===== src/rtl/baudgen_os.sv =====
// Fractional-N oversampling baud generator: produces oversample, mid-bit and
// end-of-bit ticks from a runtime-loadable integer + fractional divisor.
module baudgen_os #(
   parameter int unsigned DIV_W    = 16,
   parameter int unsigned FRAC_W   = 4,
   parameter int unsigned OS       = 16,
   parameter int unsigned DEF_INT  = 54,
   parameter int unsigned DEF_FRAC = 4
) (
   input  logic                  clk,
   input  logic                  rst_n,
   input  logic                  clk_ena,
   input  logic                  restart,
   input  logic [DIV_W-1:0]      div_int,
   input  logic [FRAC_W-1:0]     div_frac,
   input  logic                  div_load,
   output logic                  os_tick,
   output logic                  sample_tick,
   output logic                  bit_tick,
   output logic [$clog2(OS)-1:0] os_phase
);
   localparam int unsigned      PH_W    = $clog2(OS);
   localparam logic [DIV_W:0]   CNT_ONE = (DIV_W+1)'(1);
   localparam logic [DIV_W-1:0] MIN_INT = DIV_W'(2);
   localparam logic [PH_W-1:0]  PH_ONE  = PH_W'(1);
   localparam logic [PH_W-1:0]  PH_MID  = PH_W'(OS/2);

   logic [DIV_W:0]    cnt_q, cnt_d, per_len;
   logic [FRAC_W-1:0] facc_q, facc_d, fsum;
   logic              carry;
   logic [PH_W-1:0]   phase_q, phase_d, phase_inc;
   logic              os_q, os_d, smp_q, smp_d, bit_q, bit_d;
   logic [DIV_W-1:0]  a_int_q, a_int_d, p_int_q, p_int_d, src_int;
   logic [FRAC_W-1:0] a_frac_q, a_frac_d, p_frac_q, p_frac_d, src_frac;
   logic              pend_q, pend_d, term, apply;

   always_comb begin
      // Period length stretches by one cycle whenever the fractional accumulator overflows
      {carry, fsum} = {1'b0, facc_q} + {1'b0, a_frac_q};
      per_len       = {1'b0, a_int_q} + {{DIV_W{1'b0}}, carry};
      term          = (cnt_q == per_len - CNT_ONE);
      phase_inc     = phase_q + PH_ONE;

      // A load coinciding with an apply event goes straight to the active pair
      src_int  = div_load ? div_int  : p_int_q;
      src_frac = div_load ? div_frac : p_frac_q;
      apply    = (div_load | pend_q) & (~clk_ena | restart | term);
      p_int_d  = src_int;
      p_frac_d = src_frac;
      pend_d   = div_load | pend_q;
      a_int_d  = a_int_q;
      a_frac_d = a_frac_q;
      if (apply) begin
         a_int_d  = (src_int < MIN_INT) ? MIN_INT : src_int;
         a_frac_d = src_frac;
         pend_d   = 1'b0;
      end

      cnt_d   = cnt_q + CNT_ONE;
      facc_d  = facc_q;
      phase_d = phase_q;
      os_d    = 1'b0;
      smp_d   = 1'b0;
      bit_d   = 1'b0;
      if (!clk_ena || restart) begin
         cnt_d   = '0;
         facc_d  = '0;
         phase_d = '0;
      end else if (term) begin
         cnt_d   = '0;
         facc_d  = fsum;
         phase_d = phase_inc;
         os_d    = 1'b1;
         smp_d   = (phase_inc == PH_MID);
         bit_d   = (phase_inc == '0);
      end
   end

   always_ff @(posedge clk or negedge rst_n) begin
      if (!rst_n) begin
         cnt_q    <= '0;
         facc_q   <= '0;
         phase_q  <= '0;
         os_q     <= 1'b0;
         smp_q    <= 1'b0;
         bit_q    <= 1'b0;
         a_int_q  <= DIV_W'(DEF_INT);
         a_frac_q <= FRAC_W'(DEF_FRAC);
         p_int_q  <= DIV_W'(DEF_INT);
         p_frac_q <= FRAC_W'(DEF_FRAC);
         pend_q   <= 1'b0;
      end else begin
         cnt_q    <= cnt_d;
         facc_q   <= facc_d;
         phase_q  <= phase_d;
         os_q     <= os_d;
         smp_q    <= smp_d;
         bit_q    <= bit_d;
         a_int_q  <= a_int_d;
         a_frac_q <= a_frac_d;
         p_int_q  <= p_int_d;
         p_frac_q <= p_frac_d;
         pend_q   <= pend_d;
      end
   end

   assign os_tick     = os_q;
   assign sample_tick = smp_q;
   assign bit_tick    = bit_q;
   assign os_phase    = phase_q;

endmodule


===== config.mk =====
export PLATFORM = sky130hd
export DESIGN_NAME = baudgen_os
export DESIGN_NICKNAME = d
export VERILOG_FILES = /design/src/rtl/baudgen_os.sv
export SDC_FILE = /design/constraint.sdc
export NUM_CORES = 1
export LEC_CHECK = 0
export CORE_MARGIN = 4
export CORE_UTILIZATION = 52
export DETAILED_ROUTE_END_ITERATION = 16
export PLACE_DENSITY = 0.82
export REMOVE_ABC_BUFFERS = 1
export SYNTH_ARGS = -nofsm -noshare
export SYNTH_HDL_FRONTEND = slang
export SYNTH_SLANG_ARGS = --single-unit
export TNS_END_PERCENT = 1

===== constraint.sdc =====
create_clock -name clk -period 4.3 [get_ports clk]
set_input_delay 0.645 -clock clk [delete_from_list [all_inputs] [get_ports clk]]
set_output_delay 0.645 -clock clk [all_outputs]
set_load 0.02 [all_outputs]

==> run_results.csv <==
group,metric,value,unit
outcome,status,"finished clean",
layout,num-fill-cells,519,
synth,synthArstFlopShare,1.000,
detailed_routing,dr.first_iter.drc_count,163,
floorplanning,die_y,91.36,um
synth,syn_area,3613,um^2
global_route,grt_max_degree,39,
timing,timing.final.crit_share,0.9851,
timing,hold_viol_final,0,
placement,dpl.hpwl,5.172,mm
global_route,grt_pass1_vias,2689,
detailed_routing,final_antenna_net_count,0,
clock_network,ctsLongestPathBuffers,2,
detailed_routing,detailroute.via_count,2538,
synth,synth-seq-area-share,0.4813,
synth,synth_area_leaders,"dfrtp_1 (41%), mux2_2 (12%), dfstp_2 (7.3%), xnor2_1 (4.8%), xor2_1 (4.8%)",
floorplanning,fp-row-count,30,
worst_setup_path,worst_setup_path_start_kind,"register",
synth,ys_seq_elements,69,
clock_network,path_clk_slew,80,ps
worst_hold_path,worst_hold_path_type,"primary input to asynchronous set/reset pin",
synth,synth-main-ff-cell,"dfrtp_1",
global_route,grt_first_pass_wirelength,12.38,mm
layout,final_area,4365,um^2
timing,finalSetupViolCount,0,
placement,place_ws,92.77,ps
detailed_routing,vias_per_cell,5.590,
floorplanning,die_area,8347,um^2
synth,synth_top_area_cell,"dfrtp_1",
worst_setup_path,critPathCaptureType,"register",
layout,ff_latch_area,1739,um^2
floorplanning,start_util,0.5348,
timing,tightestPinTransition,829.7,ps
power,leakagePower,1.808,nW
floorplanning,io_pins,32,
worst_setup_path,crit_fanout,5,
clock_network,h-tree-depth,3,
synth,synth_edf_count,0,
clock_network,clk_latency,350,ps
layout,finalNetCount,405,
detailed_routing,drc,0,
clock_network,cts_tree,"yes",
power,design_power_total,0.001603,W
synth,synth_commonest_cells,"dfrtp_1 (59), mux2_2 (37), nor2_1 (33), xnor2_1 (20), xor2_1 (20)",
power,power_density,367.3,nW/um^2
synth,ys_types,51,
synth,synth_top_area_share,0.4086,
synth,ys_warn_count,0,
timing,fin_tns_setup,0,ps
worst_setup_path,worstPathRequired,4530,ps
floorplanning,core-area,6756,um^2
layout,diodes,0,
detailed_routing,finalWirelength,7.424,mm
layout,multi_input_area,1821,um^2
clock_network,cts.sinks,69,
global_route,antenna_found_initial,0,
synth,synth.most_common_cell,"dfrtp_1",
timing,fmax,236.1,MHz
global_route,overflow,0,
detailed_routing,dr.pass1.iters,4,
synth,avgSynthCellArea,11.08,um^2
worst_setup_path,critPathArrivalTime,4470,ps
placement,place_congestion,0.8890,
synth,postSynthCellCount,326,
placement,portBuffers,31,
job,cap_viol_max_count,0,
placement,placed_area,4004,um^2
detailed_routing,wl_per_cell,16.35,um
timing,period_minus_slack,4236,ps
timing,finalClockSkew,12.17,ps
timing,max_slew_margin,0.4468,
floorplanning,die_w,91.36,um
layout,drive_gt1_frac,0.2513,
clock_network,numCtsBuffers,9,
clock_network,cts_root_buf,"clkbuf_8",
worst_setup_path,criticalPathCategory,"register to register",
global_route,grt_usage,0.1874,
layout,utilization,0.6461,
power,ir_drop,0.1907,mV
timing,fin_ws,64.05,ps
layout,area.growth.synth_to_final,20.81,%
timing,maxSlewViolCount,0,
==> kinds of logic after synthesis <==
logic type                 count (synthesis)  share of synthesized area
adders and majority gates                 10                    0.03670
DFF                                       69                     0.4813
muxes                                     40                     0.1243
AOI/OAI and AO/OA                         31                    0.05852
xor gates and xnor gates                  40                    0.09695
buffers and inverters                     23                    0.03255
and+or+nand+nor                          113                     0.1697
==> power by group <==
group / internal [W] / leakage, nW / switching [W] / total (W)
logic: 0.000159 / 0.846 / 0.000131 / 0.000290
clock network: 0.000294 / 0.101 / 0.000235 / 0.000529
registers: 0.000715 / 0.860 / 0.0000691 / 0.000784
==> area by class of cell <==
| cell class | instances | area share |
|---|---|---|
| flip-flops and latches | 69 | 0.3984 |
| multi-input cells | 234 | 0.4170 |
| clock inverters | 4 | 0.01089 |
| well taps | 80 | 0.02293 |
| repair buffers | 46 | 0.1075 |
| clock buffers | 11 | 0.03468 |
| inverters | 10 | 0.008598 |
==> layer usage <==
layer | routed length, um | track usage | share of wire
met5 | 0 | 0 | 0
met2 | 3617 | 0.3164 | 0.49
met1 | 3371 | 0.2266 | 0.45
met4 | 121 | 0.06533 | 0.016
met3 | 315 | 0.05717 | 0.042
==> cells in the final DEF, fill, tap and decap left out, types with 3 or more instances in the layout <==
cell             count
a21oi_1             10
and3_1               4
buf_4               11
clkbuf_8            11
clkdlybuf4s50_1     30
dfrtp_1             59
dfstp_2             10
ha_1                 6
inv_1                8
mux2_2              32
mux2_4               5
nand2_1             19
nand2b_1             4
nand3_1             13
nand4_1              8
nor2_1              33
nor3_1               6
nor4_1               4
o21ai_0              3
or3_1                4
xnor2_1             20
xor2_1              20
==> timing repair <==
item	CTS	global route
setup buffers	0	5
setup endpoints to repair	0	39
endpoints found under the hold margin	0	0
gates resized for setup	0	17
hold buffers	0	0
==> worst max-delay path, stage by stage (launching register included) <==
cell and delay (ps):
dfrtp_1 370, ha_2 200, inv_2 40, fa_2 370, inv_2 50, a21o_1 110
a21oi_2 50, ha_2 210, ha_4 180, nor3b_4 150, buf_4 150, and2_4 150
or3_1 340, a211o_1 330, or4_4 570, a21oi_4 310, clkbuf_16 210, mux2_2 330
==> through the flow <==
stage          hold slack, ps  std cells
5_1_grt                 458.9        454
2_1_floorplan           349.4        313
3_3_place_gp            477.2        431
3_5_place_dp            490.8        431
4_1_cts                 401.4        446
6_report                384.1        454
==> registers in the layout (all words and copies together), names as in the netlist <==
signal,flops
pend_q,1
sample_tick,1
a_int_q,16
p_int_q,16
cnt_q,17
p_frac_q,4
a_frac_q,4
facc_q,4
os_tick,1
os_phase,4
bit_tick,1
==> worst paths after layout <==
| path | cells after the start | startpoint | to | slack [ps] |
|---|---|---|---|---|
| worst max-delay path | 17 | a_frac_q[0]$_DFFE_PN0P_ | a_int_q[8]$_DFFE_PN0P_ | 60 |
| worst min-delay path | 1 | rst_n | p_int_q[0]$_DFF_PN0_ | 380 |
| worst max register to register | 17 | a_frac_q[0]$_DFFE_PN0P_ | a_int_q[8]$_DFFE_PN0P_ | 60 |
| worst min register to register | 1 | p_frac_q[1]$_DFF_PN0_ | p_frac_q[1]$_DFF_PN0_ | 500 |
| max in group asynchronous | 2 | rst_n | a_int_q[4]$_DFFE_PN1P_ | 2970 |
| min in group clk | 1 | p_frac_q[1]$_DFF_PN0_ | p_frac_q[1]$_DFF_PN0_ | 500 |
No activity file was read; power rests on OpenSTA's default activity.
